## config.mk

```make
export PLATFORM = sky130hd
export DESIGN_NAME = decode_stage_hs_flat
export DESIGN_NICKNAME = d
export VERILOG_FILES = /design/src/rtl/decode_stage_hs_if.sv /design/src/rtl/decode_stage_hs.sv /design/src/flat_wrapper.sv
export SDC_FILE = /design/constraint.sdc
export NUM_CORES = 1
export LEC_CHECK = 0
export BUFFER_PORTS_ARGS = -buffer_cell sky130_fd_sc_hd__buf_4
export CAP_MARGIN = 10
export CORE_MARGIN = 5
export CORE_UTILIZATION = 46
export DETAILED_ROUTE_END_ITERATION = 8
export PLACE_DENSITY = 0.81
export SLEW_MARGIN = 5
export SYNTH_ARGS = -nofsm -noshare
export SYNTH_HDL_FRONTEND = slang
export SYNTH_SLANG_ARGS = --single-unit
```

## constraint.sdc

```tcl
create_clock -name clk -period 2.95 [get_ports clk]
set_clock_uncertainty 0.2 [all_clocks]
set_input_delay 0.4425 -clock clk [delete_from_list [all_inputs] [get_ports clk]]
set_output_delay 0.4425 -clock clk [all_outputs]
set_load 0.05 [all_outputs]
```

## src/rtl/decode_stage_hs_if.sv

```systemverilog
// Handshake and datapath bundle between fetch, register file, forwarding unit and EX
// for the decode stage.
interface decode_stage_hs_if #(
    parameter int unsigned DATA_W = 16,
    parameter int unsigned CNT_W  = 16
) ();
    logic              in_valid;
    logic              in_ready;
    logic [15:0]       instr;
    logic              flush;
    logic [2:0]        rs1_addr;
    logic [2:0]        rs2_addr;
    logic [DATA_W-1:0] rs1_data_in;
    logic [DATA_W-1:0] rs2_data_in;
    logic [1:0]        frwd_bz;
    logic [DATA_W-1:0] frwd_res_ex;
    logic [DATA_W-1:0] frwd_res_mem;
    logic [DATA_W-1:0] frwd_res_wb;
    logic              branch_taken;
    logic [5:0]        branch_offset_imm;
    logic              out_valid;
    logic              out_ready;
    logic [3:0]        opcode_reg_out;
    logic [2:0]        alu_cmd;
    logic [DATA_W-1:0] op_a;
    logic [DATA_W-1:0] op_b;
    logic [DATA_W-1:0] store_data;
    logic [2:0]        op_dest;
    logic              mem_write_en;
    logic              wb_mux;
    logic              wb_en;
    logic [2:0]        fsrc1;
    logic [2:0]        fsrc2;
    logic              illegal_op;
    logic [CNT_W-1:0]  stall_cnt;

    // Environment side: fetch, register file, forwarding unit and EX.
    modport master (
        output in_valid, instr, flush, rs1_data_in, rs2_data_in, frwd_bz,
               frwd_res_ex, frwd_res_mem, frwd_res_wb, out_ready,
        input  in_ready, rs1_addr, rs2_addr, branch_taken, branch_offset_imm, out_valid,
               opcode_reg_out, alu_cmd, op_a, op_b, store_data, op_dest, mem_write_en,
               wb_mux, wb_en, fsrc1, fsrc2, illegal_op, stall_cnt
    );

    // Decode stage side.
    modport slave (
        input  in_valid, instr, flush, rs1_data_in, rs2_data_in, frwd_bz,
               frwd_res_ex, frwd_res_mem, frwd_res_wb, out_ready,
        output in_ready, rs1_addr, rs2_addr, branch_taken, branch_offset_imm, out_valid,
               opcode_reg_out, alu_cmd, op_a, op_b, store_data, op_dest, mem_write_en,
               wb_mux, wb_en, fsrc1, fsrc2, illegal_op, stall_cnt
    );
endinterface

```

## src/rtl/decode_stage_hs.sv

```systemverilog
// 16-bit decode stage with valid/ready on both sides, load-use bubble insertion,
// branch resolution in ID, flush, illegal-opcode flagging and a saturating stall counter.
module decode_stage_hs #(
    parameter int unsigned DATA_W     = 16,
    parameter int unsigned IMM_SIGNED = 1,
    parameter int unsigned CNT_W      = 16
) (
    input logic               clk,
    input logic               rst,
    decode_stage_hs_if.slave  bus
);
    localparam logic [3:0] OpNop  = 4'd0;
    localparam logic [3:0] OpAddi = 4'd9;
    localparam logic [3:0] OpLd   = 4'd10;
    localparam logic [3:0] OpSt   = 4'd11;
    localparam logic [3:0] OpBz   = 4'd12;
    localparam logic [3:0] OpBnz  = 4'd13;

    typedef struct packed {
        logic              valid;
        logic [3:0]        opcode;
        logic [2:0]        alu_cmd;
        logic [DATA_W-1:0] op_a;
        logic [DATA_W-1:0] op_b;
        logic [DATA_W-1:0] store_data;
        logic [2:0]        op_dest;
        logic              mem_write_en;
        logic              wb_mux;
        logic              wb_en;
        logic [2:0]        fsrc1;
        logic [2:0]        fsrc2;
        logic              illegal;
    } out_t;

    out_t              out_q, out_d, dec;
    logic [CNT_W-1:0]  cnt_q, cnt_d;
    logic [3:0]        opcode;
    logic [2:0]        rd, rs1, rs2;
    logic [5:0]        imm;
    logic [DATA_W-1:0] imm_ext, branch_input;
    logic              is_alu, is_st, is_illegal, reads_rs1, reads_rs2;
    logic              hazard, advance, ready, accept;

    assign opcode     = bus.instr[15:12];
    assign rd         = bus.instr[11:9];
    assign rs1        = bus.instr[8:6];
    assign imm        = bus.instr[5:0];
    assign is_alu     = (opcode >= 4'd1) && (opcode <= 4'd8);
    assign is_st      = (opcode == OpSt);
    assign is_illegal = (opcode >= 4'd14);
    // ST reads its store data through the second port, addressed by the rd field.
    assign rs2        = is_st ? rd : bus.instr[5:3];
    assign reads_rs1  = (opcode != OpNop) && !is_illegal;
    assign reads_rs2  = is_alu || is_st;
    assign imm_ext    = {{(DATA_W-6){(IMM_SIGNED != 0) && imm[5]}}, imm};

    always_comb begin
        dec         = '0;
        dec.illegal = is_illegal;
        case (opcode)
            OpAddi, OpLd: begin
                dec.valid   = 1'b1;
                dec.opcode  = opcode;
                dec.op_a    = bus.rs1_data_in;
                dec.op_b    = imm_ext;
                dec.op_dest = rd;
                dec.wb_en   = (rd != 3'd0);
                dec.wb_mux  = (opcode == OpLd);
                dec.fsrc1   = rs1;
            end
            OpSt: begin
                dec.valid        = 1'b1;
                dec.opcode       = opcode;
                dec.op_a         = bus.rs1_data_in;
                dec.op_b         = imm_ext;
                dec.store_data   = bus.rs2_data_in;
                dec.mem_write_en = 1'b1;
                dec.fsrc1        = rs1;
                dec.fsrc2        = rs2;
            end
            default: begin
                if (is_alu) begin
                    dec.valid   = 1'b1;
                    dec.opcode  = opcode;
                    dec.alu_cmd = 3'(opcode - 4'd1);
                    dec.op_a    = bus.rs1_data_in;
                    dec.op_b    = bus.rs2_data_in;
                    dec.op_dest = rd;
                    dec.wb_en   = (rd != 3'd0);
                    dec.fsrc1   = rs1;
                    dec.fsrc2   = rs2;
                end
            end
        endcase
    end

    always_comb begin
        unique case (bus.frwd_bz)
            2'b10:   branch_input = bus.frwd_res_ex;
            2'b11:   branch_input = bus.frwd_res_mem;
            2'b01:   branch_input = bus.frwd_res_wb;
            default: branch_input = bus.rs1_data_in;
        endcase
    end

    // Load-use: the loaded value is not available until after MEM, so the consumer waits.
    assign hazard  = bus.in_valid && out_q.valid && (out_q.opcode == OpLd) &&
                     (out_q.op_dest != 3'd0) &&
                     ((reads_rs1 && (rs1 == out_q.op_dest)) ||
                      (reads_rs2 && (rs2 == out_q.op_dest)));
    assign advance = !out_q.valid || bus.out_ready;
    assign ready   = !bus.flush && !hazard && advance;
    assign accept  = bus.in_valid && ready;

    always_comb begin
        out_d = out_q;
        if (bus.flush) begin
            out_d = '0;
        end else if (advance) begin
            out_d = accept ? dec : '0;
        end
    end

    always_comb begin
        cnt_d = cnt_q;
        if (hazard && !bus.flush && (cnt_q != {CNT_W{1'b1}})) begin
            cnt_d = cnt_q + 1'b1;
        end
    end

    always_ff @(posedge clk or negedge rst) begin
        if (!rst) begin
            out_q <= '0;
            cnt_q <= '0;
        end else begin
            out_q <= out_d;
            cnt_q <= cnt_d;
        end
    end

    assign bus.in_ready          = ready;
    assign bus.rs1_addr          = rs1;
    assign bus.rs2_addr          = rs2;
    assign bus.branch_offset_imm = imm;
    assign bus.branch_taken      = accept &&
                                   (((opcode == OpBz) && (branch_input == '0)) ||
                                    ((opcode == OpBnz) && (branch_input != '0)));
    assign bus.out_valid         = out_q.valid;
    assign bus.opcode_reg_out    = out_q.opcode;
    assign bus.alu_cmd           = out_q.alu_cmd;
    assign bus.op_a              = out_q.op_a;
    assign bus.op_b              = out_q.op_b;
    assign bus.store_data        = out_q.store_data;
    assign bus.op_dest           = out_q.op_dest;
    assign bus.mem_write_en      = out_q.mem_write_en;
    assign bus.wb_mux            = out_q.wb_mux;
    assign bus.wb_en             = out_q.wb_en;
    assign bus.fsrc1             = out_q.fsrc1;
    assign bus.fsrc2             = out_q.fsrc2;
    assign bus.illegal_op        = out_q.illegal;
    assign bus.stall_cnt         = cnt_q;
endmodule

```

## src/flat_wrapper.sv

```systemverilog
// flat-port wrapper written by rule: the top's interface ports become plain ports
module decode_stage_hs_flat 
#(
    parameter int unsigned DATA_W     = 16,
    parameter int unsigned IMM_SIGNED = 1,
    parameter int unsigned CNT_W      = 16
)
  (clk, rst, bus_in_valid, bus_instr, bus_flush, bus_rs1_data_in, bus_rs2_data_in, bus_frwd_bz, bus_frwd_res_ex, bus_frwd_res_mem, bus_frwd_res_wb, bus_out_ready, bus_in_ready, bus_rs1_addr, bus_rs2_addr, bus_branch_taken, bus_branch_offset_imm, bus_out_valid, bus_opcode_reg_out, bus_alu_cmd, bus_op_a, bus_op_b, bus_store_data, bus_op_dest, bus_mem_write_en, bus_wb_mux, bus_wb_en, bus_fsrc1, bus_fsrc2, bus_illegal_op, bus_stall_cnt);
  decode_stage_hs_if #(.DATA_W(DATA_W), .CNT_W(CNT_W)) bus_i ();
  input logic clk;
  input logic rst;
  input wire logic [$bits(bus_i.in_valid)-1:0] bus_in_valid;
  input wire logic [$bits(bus_i.instr)-1:0] bus_instr;
  input wire logic [$bits(bus_i.flush)-1:0] bus_flush;
  input wire logic [$bits(bus_i.rs1_data_in)-1:0] bus_rs1_data_in;
  input wire logic [$bits(bus_i.rs2_data_in)-1:0] bus_rs2_data_in;
  input wire logic [$bits(bus_i.frwd_bz)-1:0] bus_frwd_bz;
  input wire logic [$bits(bus_i.frwd_res_ex)-1:0] bus_frwd_res_ex;
  input wire logic [$bits(bus_i.frwd_res_mem)-1:0] bus_frwd_res_mem;
  input wire logic [$bits(bus_i.frwd_res_wb)-1:0] bus_frwd_res_wb;
  input wire logic [$bits(bus_i.out_ready)-1:0] bus_out_ready;
  output wire logic [$bits(bus_i.in_ready)-1:0] bus_in_ready;
  output wire logic [$bits(bus_i.rs1_addr)-1:0] bus_rs1_addr;
  output wire logic [$bits(bus_i.rs2_addr)-1:0] bus_rs2_addr;
  output wire logic [$bits(bus_i.branch_taken)-1:0] bus_branch_taken;
  output wire logic [$bits(bus_i.branch_offset_imm)-1:0] bus_branch_offset_imm;
  output wire logic [$bits(bus_i.out_valid)-1:0] bus_out_valid;
  output wire logic [$bits(bus_i.opcode_reg_out)-1:0] bus_opcode_reg_out;
  output wire logic [$bits(bus_i.alu_cmd)-1:0] bus_alu_cmd;
  output wire logic [$bits(bus_i.op_a)-1:0] bus_op_a;
  output wire logic [$bits(bus_i.op_b)-1:0] bus_op_b;
  output wire logic [$bits(bus_i.store_data)-1:0] bus_store_data;
  output wire logic [$bits(bus_i.op_dest)-1:0] bus_op_dest;
  output wire logic [$bits(bus_i.mem_write_en)-1:0] bus_mem_write_en;
  output wire logic [$bits(bus_i.wb_mux)-1:0] bus_wb_mux;
  output wire logic [$bits(bus_i.wb_en)-1:0] bus_wb_en;
  output wire logic [$bits(bus_i.fsrc1)-1:0] bus_fsrc1;
  output wire logic [$bits(bus_i.fsrc2)-1:0] bus_fsrc2;
  output wire logic [$bits(bus_i.illegal_op)-1:0] bus_illegal_op;
  output wire logic [$bits(bus_i.stall_cnt)-1:0] bus_stall_cnt;
  assign bus_i.in_valid = bus_in_valid;
  assign bus_i.instr = bus_instr;
  assign bus_i.flush = bus_flush;
  assign bus_i.rs1_data_in = bus_rs1_data_in;
  assign bus_i.rs2_data_in = bus_rs2_data_in;
  assign bus_i.frwd_bz = bus_frwd_bz;
  assign bus_i.frwd_res_ex = bus_frwd_res_ex;
  assign bus_i.frwd_res_mem = bus_frwd_res_mem;
  assign bus_i.frwd_res_wb = bus_frwd_res_wb;
  assign bus_i.out_ready = bus_out_ready;
  assign bus_in_ready = bus_i.in_ready;
  assign bus_rs1_addr = bus_i.rs1_addr;
  assign bus_rs2_addr = bus_i.rs2_addr;
  assign bus_branch_taken = bus_i.branch_taken;
  assign bus_branch_offset_imm = bus_i.branch_offset_imm;
  assign bus_out_valid = bus_i.out_valid;
  assign bus_opcode_reg_out = bus_i.opcode_reg_out;
  assign bus_alu_cmd = bus_i.alu_cmd;
  assign bus_op_a = bus_i.op_a;
  assign bus_op_b = bus_i.op_b;
  assign bus_store_data = bus_i.store_data;
  assign bus_op_dest = bus_i.op_dest;
  assign bus_mem_write_en = bus_i.mem_write_en;
  assign bus_wb_mux = bus_i.wb_mux;
  assign bus_wb_en = bus_i.wb_en;
  assign bus_fsrc1 = bus_i.fsrc1;
  assign bus_fsrc2 = bus_i.fsrc2;
  assign bus_illegal_op = bus_i.illegal_op;
  assign bus_stall_cnt = bus_i.stall_cnt;
  decode_stage_hs #(.DATA_W(DATA_W), .IMM_SIGNED(IMM_SIGNED), .CNT_W(CNT_W)) u_core (.clk(clk), .rst(rst), .bus(bus_i));
endmodule
```

; ---- After elaboration in Yosys (flattened, before gate mapping)
; Index checks and enable logic that the tools add are counted.
[op_classes]
reduce_logical = 32
n_mux = 18
magnitude_cmp = 3
addsub = 2
eq_ne = 12
[op_table]
columns = op, n
row1 = $mux W69, 3
row2 = $pmux W16 S3, 1
row3 = $mux W40, 1
row4 = $mux W32, 1
row5 = $eq A4 B4 Y1 const B, 6
row6 = $add A16 B1 Y16 const B, 1
row7 = $logic_and A1 B1 Y1, 16
row8 = $logic_not A16 Y1, 1
row9 = $mux W16, 1
row10 = $ne A16 B16 Y1 const B, 1
row11 = $reduce_bool A16 Y1, 1
row12 = $mux W3, 4
row13 = $pmux W3 S2, 2
row14 = $mux W7, 1
row15 = $eq A3 B3 Y1, 2
row16 = $reduce_bool A3 Y1, 2
row17 = $mux W5, 1
row18 = $eq A2 B2 Y1 const B, 2
row19 = $ge A4 B1 Y1 const B, 1
row20 = $ge A4 B4 Y1 const B, 1
row21 = $le A4 B4 Y1 const B, 1
row22 = $logic_not A1 Y1, 4
row23 = $logic_or A1 B1 Y1, 4
row24 = $reduce_bool A4 Y1, 1
row25 = other kinds (7), 8
[word_totals]
word_cells = 81
output_inout_bits = 99
register_bits = 85
input_bits = 103

; ---- Depth between registers and ports, before layout
; Gate-level depths: netlist of the first run.
[depth]
depth_word = 13
mapped_depth = 10
ltp_nobuf = 8

; ---- Worst setup path before layout of the first run
; Ideal clock, no wire load.
[synth_timing]
path_type = input -> output
start = input bus_instr[12]
end = output bus_branch_taken
t_required_ns = 2.308
stages = 8
path_buffers = 1
path_slack_ns = -0.757
arrival_time_ns = 3.064
path_cell_list = ha_1 nand3b_4 mux2_2 a221o_1 o22ai_2 or2_2 buf_2 nor3_1
[synth_via]
elab_chain_len = 11
elab_cells_between_ends = 25
classes_between = order compare (3) / eq/ne (4) / mux (1) / reduce/logical (17)
[synth_rtl]
columns = item, line_no
row1 = "start, declared", flat_wrapper.sv:13  ; input wire logic [$bits(bus_i.instr)-1:0] bus_instr;
row2 = $eq A4 B4 Y1, decode_stage_hs.sv:49  ; assign is_st = (opcode == OpSt);
row3 = $mux W3, decode_stage_hs.sv:52  ; assign rs2 = is_st ? rd : bus.instr[5:3];
row4 = via bus_rs2_addr[2], flat_wrapper.sv:24  ; output wire logic [$bits(bus_i.rs2_addr)-1:0] bus_rs2_addr;
row5 = $eq A3 B3 Y1, decode_stage_hs.sv:110  ; (reads_rs2 && (rs2 == out_q.op_dest)));
row6 = $logic_and A1 B1 Y1, decode_stage_hs.sv:110
row7 = $logic_or A1 B1 Y1, decode_stage_hs.sv:109  ; ((reads_rs1 && (rs1 == out_q.op_dest)) ||
row8 = $logic_and A1 B1 Y1, decode_stage_hs.sv:108  ; (out_q.op_dest != 3'd0) &&
row9 = $logic_not A1 Y1, decode_stage_hs.sv:112  ; assign ready = !bus.flush && !hazard && advance;
row10 = $logic_and A1 B1 Y1 (2 in series), decode_stage_hs.sv:112
row11 = $logic_and A1 B1 Y1, decode_stage_hs.sv:113  ; assign accept = bus.in_valid && ready;
row12 = $logic_and A1 B1 Y1, decode_stage_hs.sv:145  ; assign bus.branch_taken = accept &&
row13 = "end, declared", flat_wrapper.sv:25  ; output wire logic [$bits(bus_i.branch_taken)-1:0] bus_branch_taken;
; The timed path passes the listed nets, and every way through them passes these cells.

; ---- Final worst setup path of the first run
[layout_timing]
start = register u_core.out_q (netlist bit u_core.bus.opcode_reg_out[2])
end = output bus_branch_taken
[layout_via]
elab_chain_len = 9
[layout_rtl]
columns = item, line_no
row1 = "start, declared", decode_stage_hs.sv:35  ; out_t out_q, out_d, dec;
row2 = "start signal, assigned", decode_stage_hs.sv:136  ; out_q <= out_d;
row3 = $eq A4 B4 Y1, decode_stage_hs.sv:107  ; assign hazard = bus.in_valid && out_q.valid && (out_q.opcode == OpLd) &&
row4 = $logic_and A1 B1 Y1 (2 in series), decode_stage_hs.sv:107
row5 = $logic_and A1 B1 Y1, decode_stage_hs.sv:108
row6 = $logic_not A1 Y1, decode_stage_hs.sv:112
row7 = $logic_and A1 B1 Y1 (2 in series), decode_stage_hs.sv:112
row8 = $logic_and A1 B1 Y1, decode_stage_hs.sv:113
row9 = $logic_and A1 B1 Y1, decode_stage_hs.sv:145
; Every way passes these cells.

==> results.txt, run 1 <==
The flow ran to the end, and the final reports show no timing, DRC or antenna violations. Among cell families on the critical path, the largest total delay comes from simple AND/OR/NAND/NOR gates. The total power after layout came out at 2.68 mW. The number of max-slew violations in the final report came out at 0.

In this run the standard cell core region covers 8590 sq um. The instance count after placement with tap cells included is 659. The cell with the largest stage delay on the worst path is or4_4. Of the total power, the share spent switching nets is 0.274. The share of final-layout standard cells stronger than drive strength 1 is 0.453. The number of I/O pins came out at 202.

The number of buffers created by CTS is 9. The H-tree was split into 3 levels. The global route total overflow is 0. The clock latency on the worst-skew pair came out at 340 ps.

The largest net degree at the start of global routing is 86. Of all cell types, the one taking the most synthesized area is dfrtp_1. The detailed-router iteration count before antenna repair is 5.

The final net count is 674. Counting the fill cells in the layout gives 669. The leakage power is 3.00 nW. The final-report hold violation count came out at 0. The startpoint identified for the worst register-to-register timing path is u_core.bus.opcode_reg_out[2].

The analysis attributes to net switching a power of 733 uW. The setup slack of the most critical reg-to-reg path came out at 440 ps. The share of total power in combinational logic came out at 0.187.

The part of the cycle the worst path needs came out at 0.980. OpenSTA, run right after detailed placement, puts the worst setup slack at -9.92 ps. The sequential cell area fraction in the yosys report is 0.532. The terminus of the critical flop-to-flop path is u_core.bus.fsrc1[1].

The met1 capacity usage during global routing is 0.322. Row generation in the floorplan step produced 34 rows. In the layout the commonest cells are 213 x buf_4, 82 x dfrtp_1, 41 x a22o_1. The number of different library cells in the post-synthesis netlist is 49. In this run the vertical extent of the chip is 103 um. The number of stages on the worst setup path is 7. The most used flip-flop cell after synthesis is dfrtp_1. The count of unresolved DRC violations after routing is 0.

The synthesized netlist net count is 473. Synthesis inferred 85 register bits. The share of total power dissipated in the clock network is 0.360. After clock tree synthesis, the flow added hold-fix buffers numbering 0.

The type of the worst setup path is register to output pin. The worst setup path is launched from a register. In this run the worst hold path is classified as primary input to asynchronous set/reset pin. The number of maximum-capacitance violations is 0.

The worst setup path is captured at an output pin. Measured in cells, the most critical reg-to-reg path has a length of 9. The starting DRC count in detailed routing is 198. The number of global-route vias before repair is 3,847.

The total die area is 10,700 sq um. The final weighted congestion in routability-driven placement is 0.940. Tracing the worst setup path back leads to its startpoint at u_core.bus.opcode_reg_out[2].

The cell internal power dissipation came out at 1.94 mW. The combined buffer and inverter count along the critical path came out at 1. During synthesis, Yosys emitted a total of 0 warnings.

The global-route layer with the greatest usage is met2. The maximum count of clock buffers along a single path is 2. Wires add up to 12,700 um. The number of enable-type register cells in the synthesized netlist came out at 0. The initial core utilization came out at 0.465. The largest vdd supply drop came out at 0.261 mV. The clock net in this run drives a total of 85 sinks. The maximum fanout encountered on the critical timing path is 3.

The mapped netlist covers 4000 sq um. The share of flip-flops with an asynchronous set or reset after synthesis is 1.00. The count of endpoints failing setup in the final report came out at 0.

The setup TNS after final layout came out at 0 ps. The most common cell after layout, fill and taps aside is buf_4. Following the worst setup path forward leads to its endpoint at bus_branch_taken. The die is 103 um wide.

The relative contribution of sequential cells to total power is 0.453. The count of buffers added on input and output ports is 201. The clock-pin slew of the registers on the worst-case setup and hold paths is 80 ps. The maximum achievable frequency is 0.346 GHz. TritonCTS built the clock tree. In this run the remaining antenna-violating nets after routing total 0.

The met3 capacity usage during global routing is 0.0557. For the worst setup path, the data arrival time is 2250 ps. The clock root buffer is clkbuf_8. The detail-routed net length per standard cell came out at 18.7 um. The first global-routing pass estimated 19,500 um of wire.

The worst setup slack after layout came out at 58.2 ps. The number of non-filler instances in the completed layout is 678. The area fraction of the dominant cell type after synthesis is 0.532. In the routed layout, each cell is associated on average with a via count of 5.49. Detailed placement finished with a half-perimeter wire length of 9480 um. The worst-margin pin slew came out at 1030 ps.

The total via count after detailed routing came out at 3,723. The post-synthesis average cell area came out at 11.0 sq um. From synthesis to final layout, the design area changed by 49.2%. The shortest period the worst path allows is 2890 ps. The signal on the critical path passes through nand2b_1, or4_4, a211o_1, o22ai_2, or2_4, nor3_4, buf_6. Sorting the synthesized cells by area gives the leading types as dfrtp_1 53%, a22o_1 9.0%, xnor2_1 4.2%. For this run, global-route usage on met2 was measured as 0.377. The worst pin sits at a relative slew slack of 0.311. STA puts the critical path data required time at 2310 ps.

0 antenna diodes ended up in the layout. The total power density per cell area is 448 nW/um^2. The number of antenna violations at the first check in global routing was 0. For this run, the total global-route usage over all layers was measured as 0.236. Synthesis handed over a netlist of 364 instances.

The stage delay of the slowest cell on the critical path came out at 510 ps.
==> flip-flops by register name, indices dropped and copies added, names as in the netlist <==
signal                     count
u_core.bus.out_valid           1
u_core.bus.op_b               16
u_core.bus.wb_mux              1
u_core.bus.illegal_op          1
u_core.bus.stall_cnt          16
u_core.bus.opcode_reg_out      4
u_core.bus.alu_cmd             3
u_core.bus.op_a               16
u_core.bus.wb_en               1
u_core.bus.fsrc2               3
u_core.bus.store_data         16
u_core.bus.op_dest             3
u_core.bus.mem_write_en        1
u_core.bus.fsrc1               3
==> cells in the mapped netlist, types with 8 or more instances <==
| master | number |
|---|---|
| nand3_1 | 15 |
| xnor2_1 | 19 |
| inv_1 | 10 |
| clkbuf_1 | 11 |
| nor4_1 | 16 |
| o21ai_0 | 19 |
| nand2_1 | 27 |
| nor3_1 | 8 |
| a21oi_1 | 16 |
| a22o_1 | 41 |
| dfrtp_1 | 85 |
| buf_4 | 11 |
==> logic make-up (layout without fill, tap and decap cells) <==
family / count (synthesis) / after routing / synth area share
flip-flops: 85 / 85 / 0.532
multiplexers: 5 / 5 / 0.0138
AO/OA/AOI/OAI: 100 / 100 / 0.187
XOR/XNOR: 21 / 21 / 0.0460
adder cells (fa/ha/maj): 6 / 6 / 0.0188
buffers and inverters: 40 / 246 / 0.0535
AND/OR/NAND/NOR: 107 / 107 / 0.149
==> routing by layer <==
layer / vias up / routed length (um)
met5: - / 0
met4: 0 / 194
met3: 18 / 1060
met2: 151 / 6120
met1: 1810 / 5300
li1: 1744 / -
==> stage by stage <==
step | util | area (sq um) | hold slack (ps)
after detailed placement | 0.657 | 5650 | 275
final | 0.694 | 5970 | 46.2
after global placement | 0.657 | 5650 | 260
after global routing | 0.694 | 5970 | 103
after CTS | 0.685 | 5890 | 111
after floorplan | - | 4010 | -53.1
==> cell type report <==
type | instances | area [sq um] | share of cell area
Clock buffer | 12 | 165 | 0.0277
Clock inverter | 4 | 77.6 | 0.0130
Inverter | 10 | 42.5 | 0.00713
Multi-Input combinational cell | 239 | 1720 | 0.288
Sequential cell | 85 | 2130 | 0.357
Tap cell | 108 | 135 | 0.0226
Timing Repair Buffer | 220 | 1700 | 0.285
==> worst min-delay path by stage <==
stage	start	to	slack [ps]	depth (start not counted)
floorplan	rst	u_core.bus.alu_cmd[0]	-50	0
global placement	u_core.bus.alu_cmd[1]	u_core.bus.alu_cmd[1]	260	2
detailed placement	u_core.bus.mem_write_en	u_core.bus.mem_write_en	270	1
CTS	bus_rs1_data_in[3]	u_core.bus.op_a[3]	110	2
global route	bus_rs2_data_in[9]	u_core.bus.store_data[9]	100	2
finish	rst	u_core.bus.op_b[0]	50	1
==> power groups by stage <==
stage | logic (mW) | clock network (mW) | registers [mW]
2_1_floorplan | 0.154 | 0 | 1.33
3_3_place_gp | 0.488 | 0 | 1.23
3_5_place_dp | 0.495 | 0 | 1.23
4_1_cts | 0.497 | 0.980 | 1.21
5_1_grt | 0.535 | 1.03 | 1.21
6_report | 0.501 | 0.963 | 1.21
==> what timing repair did <==
item / CTS / global route
hold endpoints to repair: 0 / 0
buffers inserted: 0 / 4
pin swaps: 0 / 4
resized for setup: 1 / 17
setup endpoints to repair: 2 / 2
Power figures use the tool's default switching activity.
==> inputs of run 2 (changes only) <==
- BUFFER_PORTS_ARGS: -buffer_cell sky130_fd_sc_hd__buf_4 -> -buffer_cell sky130_fd_sc_hd__buf_2
- CORE_UTILIZATION: 46 -> 35
- PLACE_DENSITY: 0.81 -> default
- TNS_END_PERCENT: default -> 30
==> run 2 against run 1 <==
Clock power rose by 28%; power rose by 8.2%; sequential power barely moved; via count rose by 0.13%; final cell count rose by 5.9%; global-route usage fell by 5.4 points; combinational power fell by 10%; count of clock-buffer cells in the layout did not move; die area rose by 28%; critical path type is now primary input to output pin; critical endpoint unchanged; highest routed layer unchanged.
==> results.txt, run 2 (synthesis gave the netlist of run 1 again) <==
The flow ran to the end, and the final reports show no timing, DRC or antenna violations. The count of unresolved DRC violations after routing is 0 (unchanged). The number of I/O pins is 202 (unchanged). The clock latency on the worst-skew pair is 330 ps (about the same). The count of endpoints failing setup in the final report is 0 (unchanged). The detailed-router iteration count before antenna repair is 4 (-1). The library cell used most frequently in the layout, excluding fill and tap cells, is buf_2.

The wire length of the first global-routing pass came out at 19,500 um (about the same). The endpoint of the worst hold path is u_core.bus.store_data[1]. The number of sinks driven by the clock tree is 85 (unchanged). The final standard cell area without fillers came out at 5620 sq um (-5.8%).

The post-route worst hold slack was 139 ps (+93.2 ps). The cell area after placement was 5240 sq um (-7.2%). The switching fraction of total power is 0.266 (-0.00818).

The leakage power came out at 2.97 nW (-0.89%). The total power after layout is 2.90 mW (+8.2%). The total die area is 13,700 sq um (+28%). The area growth from synthesis to layout is 40.6%. The clock group share of total power is 0.426 (+0.066). The final net count is 679 (+0.74%). The part of the cycle the worst path needs came to 0.977 (-0.00311). The initial core utilization came out at 0.353 (-0.112). The detail-routed net length per standard cell is 17.5 um (-6.6%).

The setup TNS after final layout came out at 0 ps (unchanged). The instance count after placement with tap cells included came to 699 (+6.1%). In this run the worst hold path is classified as primary input to register. The cell with the largest stage delay on the worst path is mux2_2. The origin of the worst min-delay path is bus_rs2_data_in[1].

The setup slack of the most critical reg-to-reg path is 330 ps (-110 ps). The standard-cell row count came to 39 (+15%). The cell internal power dissipation was 2.13 mW (+9.5%). The H-tree depth came to 3 (unchanged).

Setup repair after global routing left no endpoint under its margin. The largest net degree at the start of global routing came to 86 (unchanged). The critical path goes through buf_2, buf_4, ha_2, nand3b_4, mux2_2, a221o_1, o22ai_2, or2_4, nor3_4, buf_6. The number of buffers created by CTS is 9 (unchanged). The required time at the worst-slack endpoint is 2310 ps (about the same).

The maximum achievable frequency is 0.347 GHz (+0.32%). The share of total power in combinational logic is 0.155 (-0.032). The worst hold path was traced through 2 stages.

The detailed-route wire length is 12,500 um (-1.1%). STA classifies the critical path endpoint as an output pin. The data arrival time of the critical path is 2240 ps (about the same).

The critical path in this run is classified as primary input to output pin. The number of antenna violations at the first check in global routing is 0 (unchanged). TritonCTS built the clock tree.

The share of final-layout standard cells stronger than drive strength 1 is 0.449 (-0.00394). The total via count after detailed routing is 3,728 (+0.13%). The number of I/O port buffers came out at 201 (unchanged). The largest vdd supply drop is 0.228 mV (-13%).

The core utilization of the finished layout came out at 0.497 (-0.198). The worst slack at placement came out at -168 ps (-158 ps). The overall die width was 117 um (+13%).

STA classifies the critical path startpoint as a primary input. The number of cell instances on the worst register-to-register path is 7 (-2). The die height is 117 um (+13%).

The number of maximum-capacitance violations is 0 (unchanged). The number of max-slew violations in the final report is 0 (unchanged). The global route total overflow came out at 0 (unchanged).

The worst max-slew margin expressed relative to the limit is 0.346 (+0.0349). The maximum fanout encountered on the critical timing path came to 4 (+1). The maximum count of clock buffers along a single path came out at 2 (unchanged). The stage delay of the slowest cell on the critical path is 360 ps (-150 ps). The worst register-to-register path ends at u_core.bus.store_data[15].

The total power density per cell area came out at 515 nW/um^2 (+15%). The starting DRC count in detailed routing came out at 209 (+5.6%). The worst setup slack after layout is 67.3 ps (+9.18 ps). The final-report hold violation count is 0 (unchanged). The combined global-route utilization of all metal layers is 0.182 (-0.0544). The power spent charging and discharging nets is 770 uW (+5.0%).

The area of the core is 11,300 sq um (+32%). Leaving out fill and tap cells, the most frequent cells in the layout are 198 x buf_2, 84 x dfrtp_1, 41 x a22o_1. The detail-routed via count per cell was 5.19 (-5.4%). The clock-pin slew of the registers on the worst-case setup and hold paths came out at 60 ps (-20 ps). The number of antenna-violating nets in the routed design is 0 (unchanged). The worst-margin pin slew is 973 ps (-59.6 ps). The relative contribution of sequential cells to total power was 0.418 (-0.035). The startpoint identified for the worst register-to-register timing path is u_core.bus.op_dest[2]. The final weighted congestion in routability-driven placement is 0.844 (-10%). The number of antenna diodes is 0 (unchanged). The number of global-route vias before repair is 3,719 (-3.3%). The shortest period the worst path allows came out at 2880 ps (-9.18 ps). The detailed placer's ending HPWL came out at 9240 um (-2.5%).

The number of non-filler instances in the completed layout is 718 (+5.9%). The cell sitting at the root of the clock tree is a clkbuf_16.
[run 2: cell types whose count changed in the layout (fill, tap and decap cells not counted), sizes merged]
| cell | delta |
|---|---|
| buf | +4 |
| inv | -1 |
| dlygate4sd3 | +1 |
| clkinv | +1 |
[run 2: layer usage]
layer,vias up,wire length (um),track usage
met3,20,1110,0.0586
met5,-,0,0
met4,0,219,0.0512
met1,1796,5490,0.244
met2,149,5710,0.283
li1,1763,-,-
[run 2: worst max-delay path by stage]
| stage | startpoint | slack [ps] | endpoint | cells after the start |
|---|---|---|---|---|
| global placement | bus_instr[12] | -50 | u_core.bus.store_data[13] | 10 |
| floorplan | bus_instr[12] | -140 | bus_branch_taken | 8 |
| global route | u_core.bus.opcode_reg_out[0] | 0.5 | bus_branch_taken | 7 |
| finish | bus_instr[13] | 70 | bus_branch_taken | 10 |
| CTS | u_core.bus.op_dest[1] | 20 | bus_branch_taken | 7 |
| detailed placement | bus_instr[12] | -170 | u_core.bus.store_data[11] | 10 |
[run 2: power groups by stage]
| stage | clock (mW) | sequential, mW | combinational, mW |
|---|---|---|---|
| final | 1.23 | 1.21 | 0.450 |
| after global placement | 0 | 1.23 | 0.442 |
| after floorplan | 0 | 1.33 | 0.154 |
| after detailed placement | 0 | 1.23 | 0.446 |
| after CTS | 1.27 | 1.21 | 0.450 |
| after global routing | 1.31 | 1.21 | 0.485 |
[run 2: what timing repair did]
item                                   CTS  global route
pin swaps                                1             4
setup endpoints to repair                2             2
endpoints found under the hold margin   85             0
resized for setup                        6             5
hold buffers                             1             0
setup buffers                            0             2
[run 2: final cells by class]
class | count | area [sq um]
clock buffer | 12 | 256
fill | 1043 | 5700
clock inverter | 4 | 70.1
timing repair buffer | 225 | 1240
tap | 143 | 179
multi-input combinational | 239 | 1710
sequential | 85 | 2130
inverter | 10 | 37.5
[run 2: worst max-delay path, delay by kind of cell]
kind | cells | cell delay [ps]
AO/OA/AOI/OAI | 2 | 510
buffers and inverters | 3 | 400
multiplexers | 1 | 360
AND/OR/NAND/NOR | 3 | 330
adder cells (fa/ha/maj) | 1 | 190
==> inputs of run 3 (changes only) <==
- ABC_AREA: default -> 1
==> run 3 against run 2 <==
Wire length rose by 45%; via count increased by 46%; final area rose by 19%; hold slack improved by 110 ps; register-to-register slack improved by 300 ps; count of clock-buffer cells in the layout did not move; non-clock buffer count fell by 10; sequential power about the same; fmax rose by 4.7%; final cell count rose by 50%; critical endpoint unchanged; synthesized cell count grew 97%.
==> results.txt, run 3 <==
The run finished with clean final reports. The synthesized netlist net count came out at 827 (+75%). The leakage power is 3.86 nW (+30%).

The initial core utilization is 0.359 (+0.00551). The number of I/O pins came out at 202 (unchanged). The total power density per cell area came out at 467 nW/um^2 (-9.3%).

The most common cell in the synthesized netlist is nand2_1. Setup repair after global routing left no endpoint under its margin. The standard-cell row count is 44 (+13%).

The clock-pin slew of the registers on the worst-case setup and hold paths came to 60 ps (about the same). The combined global-route utilization of all metal layers came to 0.206 (+0.0246). The number of antenna violations at the first check in global routing is 1 (+1). The shortest period the worst path allows came out at 2750 ps (-130 ps).

The relative contribution of sequential cells to total power is 0.391 (-0.027). The overall die width is 133 um (+13%). The die height came out at 133 um (+13%).

The required time at the worst-slack endpoint is 2310 ps (about the same). The number of enable-type register cells in the synthesized netlist was 0 (unchanged). The number of maximum-capacitance violations is 0 (unchanged). The setup slack of the most critical reg-to-reg path came out at 630 ps (+300 ps). The wire length of the first global-routing pass came out at 29,000 um (+49%). The worst-margin pin slew came to 800 ps (-173 ps).

The detailed-router iteration count before antenna repair came out at 5 (+1). The count of endpoints failing setup in the final report is 0 (unchanged). The final weighted congestion in routability-driven placement is 0.880 (+4.4%). The starting DRC count in detailed routing came out at 343 (+64%). The endpoint identified for the worst register-to-register timing path is u_core.bus.stall_cnt[8]. In the synthesized netlist the dominant register cell turns out to be dfrtp_1. The number of buffers created by CTS came out at 9 (unchanged). The number of different library cells in the post-synthesis netlist is 35 (-29%). The worst hold path cell count came out at 5 (+3). CTS placed an instance of clkbuf_16 at the clock tree root.

The power spent charging and discharging nets came out at 909 uW (+18%). The data arrival time of the critical path came to 2110 ps (-130 ps). The synthesized cell area is 5260 sq um (+31%). The worst hold path terminates at u_core.bus.op_a[7]. By area the synthesized netlist is led by dfrtp_1 40%, nand2_1 17%, nand4_1 12%. The share of flip-flops with an asynchronous set or reset after synthesis is 1.00 (unchanged). The H-tree depth came out at 3 (unchanged).

The area of the core is 14,600 sq um (+29%). The final net count came to 998 (+47%). The number of antenna diodes is 0 (unchanged).

The number of non-filler instances in the completed layout is 1,078 (+50%). The post-synthesis sequential element count is 85 (unchanged). The library cells used most frequently in the layout, excluding fill and tap cells, are 234 x nand2_1, 200 x buf_2, 98 x nand4_1. The detail-routed via count per cell came out at 5.05 (-2.8%). The worst max-slew margin expressed relative to the limit is 0.466 (+0.120). The maximum count of clock buffers along a single path came out at 2 (unchanged). The total die area is 17,600 sq um (+29%).

The post-route worst hold slack is 246 ps (+106 ps). The number of antenna-violating nets in the routed design is 0 (unchanged). In this run the worst setup path begins at bus_instr[12]. The total via count after detailed routing is 5,440 (+46%). In this run the critical register-to-register path is launched from u_core.bus.stall_cnt[0]. The count of unresolved DRC violations after routing came out at 0 (unchanged). The share of total power in combinational logic came out at 0.184 (+0.029). The number of sinks driven by the clock tree is 85 (unchanged). The number of I/O port buffers is 201 (unchanged). The clock latency on the worst-skew pair is 340 ps (about the same).

The number of max-slew violations in the final report came out at 0 (unchanged). TritonCTS built the clock tree. The min-delay analysis places its worst path in the category primary input to register. The area fraction of the dominant cell type after synthesis came out at 0.405 (-0.127).

The switching fraction of total power was 0.292 (+0.0260). Sorting the synthesized cells by how often they occur yields 234 x nand2_1, 98 x nand4_1, 85 x dfrtp_1. The post-synthesis average cell area came out at 7.32 sq um (-33%). The final-report hold violation count is 0 (unchanged).

The part of the cycle the worst path needs is 0.933 (-0.0442). The detailed-route wire length is 18,200 um (+45%). The sequential cell area fraction in the yosys report is 0.405 (-0.127). The maximum achievable frequency is 0.363 GHz (+4.7%). The cell internal power dissipation is 2.21 mW (+3.8%). The setup TNS after final layout was 0 ps (unchanged). The growth of design area from synthesis to finish is 26.9%. The number of cell instances on the worst register-to-register path came out at 7 (unchanged). The global route total overflow came out at 0 (unchanged). The largest net degree at the start of global routing came to 70 (-19%). The detail-routed net length per standard cell came out at 16.9 um (-3.3%). The maximum fanout encountered on the critical timing path was 12 (+8). The instance count of the mapped netlist is 718 (+97%). The critical path launch point type is a primary input. The clock group share of total power came out at 0.425 (about the same). Leaving out fill and tap cells, the most frequent cell in the layout is nand2_1. dfrtp_1 takes more of the synthesized area than any other cell. The instance count after placement with tap cells included is 1,061 (+52%). The detailed placer's ending HPWL came out at 13,200 um (+43%).

The type of the worst setup path is primary input to output pin. The number of global-route vias before repair is 5,265 (+42%). The largest vdd supply drop came out at 0.266 mV (+16%). The share of final-layout standard cells stronger than drive strength 1 came out at 0.276 (-0.172). The core utilization of the finished layout came out at 0.455 (-0.0413). The origin of the worst min-delay path is bus_rs1_data_in[7]. The worst setup path is captured at an output pin. The number of warnings issued by yosys is 0 (unchanged).
[run 3: changes by cell type after synthesis, moves of 9 or more]
| cell | delta |
|---|---|
| nand2_1 | +207 |
| nand4_1 | +91 |
| nor2_1 | +55 |
| inv_1 | +48 |
| a22o_1 | -41 |
| a21oi_1 | +15 |
| nor4_1 | -12 |
| a21boi_0 | +9 |
| buf_6 | +9 |
| clkbuf_1 | +9 |
| xnor2_1 | -9 |
[run 3: logic make-up (layout without fill, tap and decap cells)]
family / count (synthesis) / count (layout) / share of synthesized area
AO/OA/AOI/OAI: 55 / 55 / 0.0598
XOR/XNOR: 18 / 18 / 0.0300
adder cells (fa/ha/maj): 6 / 6 / 0.0143
buffers and inverters: 119 / 295 / 0.109
flip-flops: 85 / 85 / 0.405
AND/OR/NAND/NOR: 435 / 435 / 0.382
[run 3: worst max-delay path by stage]
stage	slack (ps)	endpoint	cells after the start
after CTS	190	bus_branch_taken	13
after global routing	40	bus_branch_taken	14
final	200	bus_branch_taken	14
after global placement	210	bus_branch_taken	14
after floorplan	-3	bus_in_ready	10
after detailed placement	200	bus_branch_taken	13
[run 3: routing by layer]
metal,routed length [um],up-vias,global-route usage
met5,7,-,0
met4,224,2,0.0595
met3,1320,20,0.0486
met2,8600,204,0.343
met1,8040,2513,0.269
li1,-,2701,-
[run 3: power groups by stage]
| stage | Combinational [mW] | Sequential (mW) | Clock, mW |
|---|---|---|---|
| finish | 0.572 | 1.22 | 1.33 |
| global route | 0.626 | 1.22 | 1.40 |
| CTS | 0.579 | 1.22 | 1.36 |
| detailed placement | 0.577 | 1.24 | 0 |
| global placement | 0.576 | 1.24 | 0 |
| floorplan | 0.252 | 1.35 | 0 |
[run 3: through the flow]
stage          worst slack (ps)  power, mW  cell area, sq um
2_1_floorplan             -3.36       1.60              5260
3_3_place_gp                214       1.82              6320
3_5_place_dp                198       1.82              6320
4_1_cts                     185       3.16              6670
5_1_grt                    41.2       3.25              6670
6_report                    198       3.12              6670
[run 3: critical path: stages]
cell and delay, ps:
buf_2 120, ha_1 280, nand3_4 190, nand2_1 110
nand2_2 90, nand2_1 50, nand2_1 100, nor2_4 50
nand2_4 70, nand2_4 70, nand2_4 80, nand3_2 80
nor2_2 100, buf_2 280
[run 3: layout make-up]
cell class,instances,area [sq um]
tap,184,230
clock inverter,4,95.1
inverter,64,240
multi-input combinational,514,2560
timing repair buffer,215,1170
clock buffer,12,246
fill,1555,7980
sequential,85,2130
[run 3: timing repair]
item,CTS,global route
hold endpoints to repair,42,0
buffers inserted,0,0
resized for setup,0,0
hold buffers,1,0
